`config.mk`:
```
export PLATFORM = sky130hd
export DESIGN_NAME = pll_md_responder_flat
export DESIGN_NICKNAME = d
export VERILOG_FILES = /design/src/rtl/pll_md_pkg.sv /design/src/rtl/pll_md_responder_if.sv /design/src/rtl/pll_md_lock_seq.sv /design/src/rtl/pll_md_responder.sv /design/src/flat_wrapper.sv
export SDC_FILE = /design/constraint.sdc
export NUM_CORES = 2
export LEC_CHECK = 0
export BUFFER_PORTS_ARGS = -buffer_cell sky130_fd_sc_hd__buf_2
export CORE_MARGIN = 2
export CORE_UTILIZATION = 40
export CTS_CLUSTER_DIAMETER = 200
export DETAILED_ROUTE_END_ITERATION = 10
export GPL_ROUTABILITY_DRIVEN = 0
export SLEW_MARGIN = 5
export SYNTH_ARGS = -nofsm -noshare
export SYNTH_HDL_FRONTEND = slang
export SYNTH_SLANG_ARGS = --single-unit
export TNS_END_PERCENT = 5
```
`constraint.sdc`:
```
create_clock -name mdclk -period 7.8 [get_ports mdclk]
set_input_delay 1.56 -clock mdclk [delete_from_list [all_inputs] [get_ports mdclk]]
set_output_delay 1.56 -clock mdclk [all_outputs]
set_load 0.03 [all_outputs]
```
`src/rtl/pll_md_pkg.sv`:
```
// pll_md_pkg
//   Definitions shared by both ends of the PLL dynamic-config MD bus.
//   - MD_* opcode encodings carried on mdopc
//   - lock_state_e: state of the modelled PLL lock sequencer
//   - sat_inc8: saturating 8-bit increment used by the commit counter
package pll_md_pkg;

    localparam logic [1:0] MD_NOP     = 2'b00;
    localparam logic [1:0] MD_WRITE   = 2'b01;
    localparam logic [1:0] MD_READ    = 2'b10;
    localparam logic [1:0] MD_SETADDR = 2'b11;

    typedef enum logic {
        LOCK_ACQUIRE = 1'b0,
        LOCK_LOCKED  = 1'b1
    } lock_state_e;

    function automatic logic [7:0] sat_inc8(input logic [7:0] v);
        return (v == 8'hFF) ? v : v + 8'd1;
    endfunction

endpackage

```
`src/rtl/pll_md_responder_if.sv`:
```
// pll_md_responder_if
//   MD bus between a PLL_INIT-style initiator (master) and the register-file
//   responder (slave).
//   Handshake: there is no valid/ready pair. The initiator presents one opcode
//   per mdclk edge on mdopc/mdainc/mdwdi and the responder always accepts it
//   (MD_NOP is the idle value). mdrdo is a registered value updated one edge
//   after a READ and held until the next READ.
//   Signals:
//     mdopc      initiator -> responder  opcode (MD_NOP/WRITE/READ/SETADDR)
//     mdainc     initiator -> responder  post-increment pointer on WRITE/READ
//     mdwdi      initiator -> responder  write data, or new pointer on SETADDR
//     mdrdo      responder -> initiator  read data
//     lock       responder -> initiator  modelled PLL lock
//     commit_cnt responder -> initiator  accepted commits, saturating
//     lock_state responder -> observer   lock sequencer state (debug)
interface pll_md_responder_if;
    import pll_md_pkg::*;

    logic [1:0]  mdopc;
    logic        mdainc;
    logic [7:0]  mdwdi;
    logic [7:0]  mdrdo;
    logic        lock;
    logic [7:0]  commit_cnt;
    lock_state_e lock_state;

    modport master (
        output mdopc, mdainc, mdwdi,
        input  mdrdo, lock, commit_cnt, lock_state
    );

    modport slave (
        input  mdopc, mdainc, mdwdi,
        output mdrdo, lock, commit_cnt, lock_state
    );

endinterface

```
`src/rtl/pll_md_lock_seq.sv`:
```
// pll_md_lock_seq
//   Two-state lock model. ACQUIRE counts mdclk edges; once the counter has
//   reached LOCK_CYCLES-1 the next state is LOCKED, which holds until restart
//   or reset. Restart (a commit) returns to ACQUIRE with counter 0, so every
//   acquisition takes a full LOCK_CYCLES edges measured from the restart edge.
//   Ports:
//     mdclk    in   clock
//     reset    in   synchronous active-high reset (same effect as restart)
//     restart  in   begin a new acquisition
//     lock     out  1 while LOCKED
//     state    out  current FSM state (debug)
module pll_md_lock_seq
    import pll_md_pkg::*;
#(
    parameter int LOCK_CYCLES = 64
) (
    input  logic        mdclk,
    input  logic        reset,
    input  logic        restart,
    output logic        lock,
    output lock_state_e state
);

    localparam int CNT_W = $clog2(LOCK_CYCLES + 1);
    localparam logic [CNT_W-1:0] CNT_LAST = CNT_W'(LOCK_CYCLES - 1);

    lock_state_e      state_q, state_d;
    logic [CNT_W-1:0] cnt_q, cnt_d;

    always_ff @(posedge mdclk) begin
        if (reset) begin
            state_q <= LOCK_ACQUIRE;
            cnt_q   <= '0;
        end else begin
            state_q <= state_d;
            cnt_q   <= cnt_d;
        end
    end

    always_comb begin
        state_d = state_q;
        cnt_d   = cnt_q;
        if (restart) begin
            // Restart wins over the ACQUIRE->LOCKED transition in the same edge.
            state_d = LOCK_ACQUIRE;
            cnt_d   = '0;
        end else begin
            case (state_q)
                LOCK_ACQUIRE: begin
                    if (cnt_q == CNT_LAST) begin
                        state_d = LOCK_LOCKED;
                        cnt_d   = '0;
                    end else begin
                        cnt_d = cnt_q + 1'b1;
                    end
                end
                LOCK_LOCKED: begin
                    state_d = LOCK_LOCKED;
                end
                default: begin
                    state_d = LOCK_ACQUIRE;
                    cnt_d   = '0;
                end
            endcase
        end
    end

    assign lock  = (state_q == LOCK_LOCKED);
    assign state = state_q;

endmodule

```
`src/rtl/pll_md_responder.sv`:
```
// pll_md_responder
//   Responder end of the PLL dynamic-config MD bus: a byte register file with
//   an auto-incrementing pointer, a read-only identity byte, a commit register
//   that restarts lock acquisition, and a lock model.
//   Ports:
//     mdclk  in     clock for all logic
//     reset  in     synchronous active-high reset; beats any opcode that edge
//     md     slave  MD bus (opcode/data in, mdrdo/lock/commit_cnt out)
//   ADDR_W must not exceed 8 since SETADDR loads the pointer from mdwdi.
module pll_md_responder
    import pll_md_pkg::*;
#(
    parameter int                ADDR_W      = 8,
    parameter logic [7:0]        INIT_VALUE  = 8'h00,
    parameter logic [ADDR_W-1:0] ID_ADDR     = '0,
    parameter logic [7:0]        ID_VALUE    = 8'hA5,
    parameter logic [ADDR_W-1:0] COMMIT_ADDR = '1,
    parameter int                LOCK_CYCLES = 64
) (
    input  logic               mdclk,
    input  logic               reset,
    pll_md_responder_if.slave  md
);

    localparam int DEPTH = 1 << ADDR_W;

    logic [7:0]        mem_q [DEPTH];
    logic [ADDR_W-1:0] ptr_q, ptr_d;
    logic [7:0]        rdo_q, rdo_d;
    logic [7:0]        commit_cnt_q, commit_cnt_d;
    logic              wr_en;
    logic              commit;
    logic              lock;
    lock_state_e       lock_state;

    // Opcode decode. Pointer arithmetic wraps naturally at ADDR_W bits.
    always_comb begin
        ptr_d        = ptr_q;
        rdo_d        = rdo_q;
        commit_cnt_d = commit_cnt_q;
        wr_en        = 1'b0;
        commit       = 1'b0;
        case (md.mdopc)
            MD_WRITE: begin
                // The identity byte is read-only; writes to it vanish.
                wr_en  = (ptr_q != ID_ADDR);
                commit = (ptr_q == COMMIT_ADDR) && md.mdwdi[0];
                if (md.mdainc) ptr_d = ptr_q + 1'b1;
            end
            MD_READ: begin
                // Data comes from the pre-increment pointer.
                rdo_d = (ptr_q == ID_ADDR) ? ID_VALUE : mem_q[ptr_q];
                if (md.mdainc) ptr_d = ptr_q + 1'b1;
            end
            MD_SETADDR: begin
                ptr_d = md.mdwdi[ADDR_W-1:0];
            end
            default: begin
            end
        endcase
        if (commit) commit_cnt_d = sat_inc8(commit_cnt_q);
    end

    always_ff @(posedge mdclk) begin
        if (reset) begin
            ptr_q        <= '0;
            rdo_q        <= 8'h00;
            commit_cnt_q <= 8'h00;
            for (int i = 0; i < DEPTH; i++) begin
                mem_q[i] <= INIT_VALUE;
            end
        end else begin
            ptr_q        <= ptr_d;
            rdo_q        <= rdo_d;
            commit_cnt_q <= commit_cnt_d;
            if (wr_en) mem_q[ptr_q] <= md.mdwdi;
        end
    end

    pll_md_lock_seq #(
        .LOCK_CYCLES (LOCK_CYCLES)
    ) u_lock_seq (
        .mdclk   (mdclk),
        .reset   (reset),
        .restart (commit),
        .lock    (lock),
        .state   (lock_state)
    );

    assign md.mdrdo      = rdo_q;
    assign md.lock       = lock;
    assign md.commit_cnt = commit_cnt_q;
    assign md.lock_state = lock_state;

endmodule

```
`src/flat_wrapper.sv`:
```
// flat-port wrapper written by rule: the top's interface ports become plain ports
module pll_md_responder_flat import pll_md_pkg::*;
#(
    parameter int                ADDR_W      = 8,
    parameter logic [7:0]        INIT_VALUE  = 8'h00,
    parameter logic [ADDR_W-1:0] ID_ADDR     = '0,
    parameter logic [7:0]        ID_VALUE    = 8'hA5,
    parameter logic [ADDR_W-1:0] COMMIT_ADDR = '1,
    parameter int                LOCK_CYCLES = 64
)
  (mdclk, reset, md_mdopc, md_mdainc, md_mdwdi, md_mdrdo, md_lock, md_commit_cnt, md_lock_state);
  pll_md_responder_if md_i ();
  input  logic mdclk;
  input  logic reset;
  input wire logic [$bits(md_i.mdopc)-1:0] md_mdopc;
  input wire logic [$bits(md_i.mdainc)-1:0] md_mdainc;
  input wire logic [$bits(md_i.mdwdi)-1:0] md_mdwdi;
  output wire logic [$bits(md_i.mdrdo)-1:0] md_mdrdo;
  output wire logic [$bits(md_i.lock)-1:0] md_lock;
  output wire logic [$bits(md_i.commit_cnt)-1:0] md_commit_cnt;
  output wire logic [$bits(md_i.lock_state)-1:0] md_lock_state;
  assign md_i.mdopc = md_mdopc;
  assign md_i.mdainc = md_mdainc;
  assign md_i.mdwdi = md_mdwdi;
  assign md_mdrdo = md_i.mdrdo;
  assign md_lock = md_i.lock;
  assign md_commit_cnt = md_i.commit_cnt;
  assign md_lock_state = md_i.lock_state;
  pll_md_responder #(.ADDR_W(ADDR_W), .INIT_VALUE(INIT_VALUE), .ID_ADDR(ID_ADDR), .ID_VALUE(ID_VALUE), .COMMIT_ADDR(COMMIT_ADDR), .LOCK_CYCLES(LOCK_CYCLES)) u_core (.mdclk(mdclk), .reset(reset), .md(md_i));
endmodule
```
# Word-level counts from Yosys, hierarchy flattened
# Memories as Yosys holds them, arrays and structs flattened. A register that Yosys moved wholly into a read port is not among the register bits.
# Index checks and enable logic that the tools add are counted.
[totals]
reg_bits = 32
ramBits = 2048
out_inout_bits = 18
n_memories = 1
[mem_list]
columns = ["memory", "words", "width", "rd", "rd_clocked_by_memory_dff", "wr", "line", "text"]
rows = [
  ["u_core.mem_q", 256, 8, 1, 1, 256, "pll_md_responder.sv:27", "logic [7:0] mem_q [DEPTH];"],
]
[classes]
n_addsub = 3
eq_ne = 7
n_mux = 18
bitwise = 2
reduce_logical = 9
[op_table]
columns = ["cell", "count"]
rows = [
  ["8-bit 2-to-1 mux", 6],
  ["8-bit by 1-bit adder with 8-bit output, second input constant", 2],
  ["8-bit equality test, second input constant", 2],
  ["8-bit case mux with 2 select lines", 1],
  ["1-bit 2-to-1 mux", 9],
  ["8-bit zero test", 1],
  ["8-bit nonzero test", 1],
  ["8-bit OR reduction", 1],
  ["7-bit by 1-bit adder with 7-bit output, second input constant", 1],
  ["7-bit by 6-bit equality test with 1-bit output, second input constant", 1],
  ["7-bit 2-to-1 mux", 1],
  ["2-bit equality test, second input constant", 2],
  ["2-bit AND reduction", 2],
  ["2-bit OR reduction", 2],
  ["2-bit by 1-bit equality test with 1-bit output, second input constant", 1],
  ["2-bit by 1-bit != test with 1-bit output, second input constant", 1],
  ["1-bit inverter", 2],
  ["1-bit case mux with 2 select lines", 1],
  ["2-bit nonzero test", 1],
  ["1-bit logical AND", 1],
]

# Depth between registers and ports, before layout
[depth]
depth_word = 7
ltp_mapped = 12
depth_no_buf = 9

# Modules after synthesis
# From an unflattened synthesis, not the netlist that was laid out.
[unflattened]
cells_unflattened = 6943
area_unflattened_um2 = 98534.5
[by_module_without_submodules]
columns = ["module", "n_inst", "cells_each", "area_each_um2", "seq_area_each_um2"]
rows = [
  ["pll_md_responder", 1, 6901, 98155.4, 62139.6],
  ["pll_md_lock_seq", 1, 42, 379.1, 160.2],
]

# Worst setup path before layout
# OpenSTA, ideal clock, no wires.
[synth_timing]
path_kind = "input port to flip-flop"
start = "in md_mdopc[1]"
end = "mem u_core.mem_q[112][0], enable pin"
setup_time_ps = 326
t_arrival_ps = 3529
required_time_ps = 7474
setup_slack_ps = 3945
stages = 9
cell_sequence = "inv_1 ha_1 nand2b_1 a2111oi_0 and2_1 buf_2 clkbuf_1 clkbuf_1 a21o_1"
[synth_rtl]
columns = ["element", "line", "text"]
rows = [
  ["start, declared", "flat_wrapper.sv:15", "input wire logic [$bits(md_i.mdopc)-1:0] md_mdopc;"],
  ["end, declared", "pll_md_responder.sv:27", ""],
]

==> key figures <==
Status
  – Status: finished, violations left
  – Failing checks: max-capacitance violations, max-slew violations

Clocking
  – Post-cts resize count: 0
  – Setup bufs post-CTS: 0
  – Cts hold-fix bufs: 0
  – Number of CTS-inserted buffers: roughly 210
  – Clk root buf: clkbuf_16
  – Htree depth: 4
  – Clock buffer depth: 3
  – Clock Latency Late Sink: 890 ps
  – CTS sink count: approximately 2100
  – Clock transition at path regs: ~70 ps
  – TritonCTS clock tree: done

Logic synthesis
  – Post-Syn Area per Cell: 14.51 um2
  – Synth Area in Adders: 0.001150
  – Simple-gate portion of the synthesized area: 0.1500
  – Synth unique cells: 68
  – Flops & latches, synth: 2088
  – Area leader, netlist: edfxtp_1
  – Post-synth EDFFs: ~2000
  – Post-synthesis mux area share: 0.1257
  – Synth Flop Type: edfxtp_1
  – Post-synthesis compound-gate area fraction: 0.04419
  – Post-synthesis xor/xnor area fraction: 0.0009839
  – Yosys warnings: 0
  – Mapped Cells: between 6000 and 7000
  – Synth top area cells: edfxtp_1 (63%), and3_1 (13%), mux4_2 (11%)
  – Syn Std Cell Area: 97920 um2
  – Synth async-reset ratio: 0
  – Part of the Yosys area used for sequential elements: 0.6362
  – Largest family of logic cells by synthesized area: simple AND/OR/NAND/NOR gates
  – Yosys top cell area share: 0.6281

Placement
  – HPWL Detailed: 181.9 mm
  – Dpl cells: 9183
  – # port buffers: 30

GRT
  – Total GRT Usage: 0.2415
  – Largest net degree at the start of global routing: around 180
  – First-pass GRT wire length: between 400 and 500 mm
  – Vias in the first global route: about 58000
  – Initial antenna violation count: 17
  – GRT Residual Overflow: 0

Layout
  – NumNets Final: between 6000 and 7000
  – Share of cells above drive strength 1: 0.1600
  – Final Core Density: 0.4387
  – Area growth syn-to-layout: 8.976%
  – Fin cells: 9583

Timing
  – Slew headroom: -0.01305
  – Final Setup Violations: 0
  – Final critical-path required period: about 4700 ps
  – Worst Clk Skew: around 67 ps
  – Fin. max-slew vios: 10
  – Worst Max-Slew Pin Slew: 1516 ps
  – Tcrit/Tclk final: 0.6070
  – Max Clock Freq: around 0.21 GHz
  – RSZ-0062 raised after global routing: no
  – Final TNS setup: 0 ps
  – Worst Hold Slack: 503.8 ps
  – Final Hold Fails: 0

Setup path
  – Critical-path cell list: buf_4 > nand2_1 > o21ai_0 > a21oi_1 > nor4_1 > a211o_1 > a221oi_2
  – CP arrival: approximately 5500 ps
  – Max incr delay on CP: 1000 ps
  – CP bufs+invs: 1
  – CP top delay family: simple AND/OR/NAND/NOR gates
  – Slowest-stage cell, CP: nand2_1
  – Worst Path Required: 8530 ps
  – CP Max Fanout: between 40 and 50
  – CP Class: reg2reg
  – CP Capture Type: flop
  – Worst Setup Start Kind: flop

Pwr
  – Cell-internal power: between 15 and 20 mW
  – Switching share of total power: 0.2450
  – VDD IR max: ~240 uV
  – Clock share of power: 0.405
  – NetSw: slightly above 6 mW
  – P per Cell Area: roughly 240 nW/um2
  – Seq pwr share: 0.506
  – Tot Pwr: 25.39 mW
  – Leakage power: 44.51 nW
  – Combinational power share: 0.090

Detailed routing
  – Routed wire length: between 300 and 400 mm
  – Routed via count: just over 60000
  – DR vias/cell: 6.349
  – Number of detailed-route iterations in the first pass: 6
  – DRC errors left: 0
  – Post-DR wirelength/cell: 32.06 um
  – DRT iter0 DRCs: just over 8000
  – Antenna Nets Post-Route: 0

Run
  – Max_cap viols: 1

Die
  – Die H: ~500 um
  – Die ar.: 248800 um2
  – Row Count: ~180
  – Initial core utilization: 0.4026
  – Die width: roughly 500 um
  – Io pins: 31
  – Core ar.: 243200 um2

Min path
  – Worst Hold Class: reg2reg
## worst paths after layout
path	from	endpoint	slack (ps)	cells after the start
setup / recovery	flop	u_core.md.mdrdo[3]$_SDFFE_PP0N_	3070	7
hold / removal	u_core.md.commit_cnt[5]$_SDFFE_PP0P_	u_core.md.commit_cnt[5]$_SDFFE_PP0P_	500	2
setup reg to reg	flop	u_core.md.mdrdo[3]$_SDFFE_PP0N_	3070	7
hold reg to reg	u_core.md.commit_cnt[5]$_SDFFE_PP0P_	u_core.md.commit_cnt[5]$_SDFFE_PP0P_	500	2
## through the flow
stage	setup slack, ps	cell area (um2)
floorplan	3945	97940
global placement	2664	99820
detailed placement	2668	99820
CTS	3223	106700
global route	3027	106700
finish	3065	106700
## synthesized netlist by cell type (17+ instances only)
cell	instances
and2_1	23
buf_2	75
mux4_2	465
a31oi_1	21
a22oi_1	83
o21ai_0	25
and3_1	2049
mux2i_1	162
a21oi_1	68
a211oi_1	33
nand2_1	96
edfxtp_1	2048
dfxtp_1	40
nand2b_1	17
nor2_1	78
nand3_1	38
o22ai_1	36
clkbuf_1	792
nor3_1	37
nor2b_1	32
mux2_2	19
buf_4	44
buf_6	24
a21o_1	256
## tightest hold or removal path: stages, from the launching register on
cell,delay (ps)
dfxtp_1,320
o21ai_0,70
a21oi_1,60
## routing by layer
layer | up-vias | GRT usage | wire, um
met3 | 565 | 0.05902 | 32770
met1 | 31570 | 0.3362 | 122300
met5 | - | 0 | 92
li1 | 25320 | - | -
met2 | 3375 | 0.3667 | 139100
met4 | 14 | 0.08999 | 12870
## power by group through the flow
| stage | sequential [mW] | combinational, mW | clock (mW) |
|---|---|---|---|
| 2_1_floorplan | 13.0 | 1.44 | 0 |
| 3_3_place_gp | 13.1 | 2.23 | 0 |
| 3_5_place_dp | 13.1 | 2.25 | 0 |
| 4_1_cts | 12.8 | 2.25 | 10.3 |
| 5_1_grt | 12.9 | 2.35 | 10.7 |
| 6_report | 12.8 | 2.28 | 10.3 |
## cell families after synthesis
family,Yosys count
other,1
AO/OA/AOI/OAI,604
adder cells (fa/ha/maj),9
flip-flops,2088
multiplexers,646
AND/OR/NAND/NOR,2427
buffers and inverters,964
XOR/XNOR,11
## registers in the layout, indices dropped and copies added, names as in the netlist, named ones only
register                 count
u_core.md.commit_cnt         8
u_core.md.mdrdo              8
u_core.mem_q              2048
u_core.ptr_q                 8
u_core.u_lock_seq.cnt_q      7
u_core.u_lock_seq.lock       1
## layout make-up
class	instances	area (um2)
clock buffers	262	5598
well taps	3202	4006
clock inverters	132	1274
multi-input cells	3705	31750
diodes	6	15.01
fillers	21320	136500
repair buffers	176	1699
flip-flops and latches	2088	62320
inverters	12	45.04
## layout by cell type (no fill, tap or decap), types with 32 or more instances in the layout
cell type	instances
a211oi_1	32
a21o_1	256
a21oi_1	68
a22oi_1	83
and3_1	2046
buf_4	115
clkbuf_1	44
clkbuf_16	216
clkinv_1	49
clkinv_2	41
dfxtp_1	33
edfxtp_1	2048
mux2i_1	162
mux4_2	465
nand2_1	96
nand3_1	38
nor2_1	67
o22ai_1	36
Power figures use the tool's default switching activity.
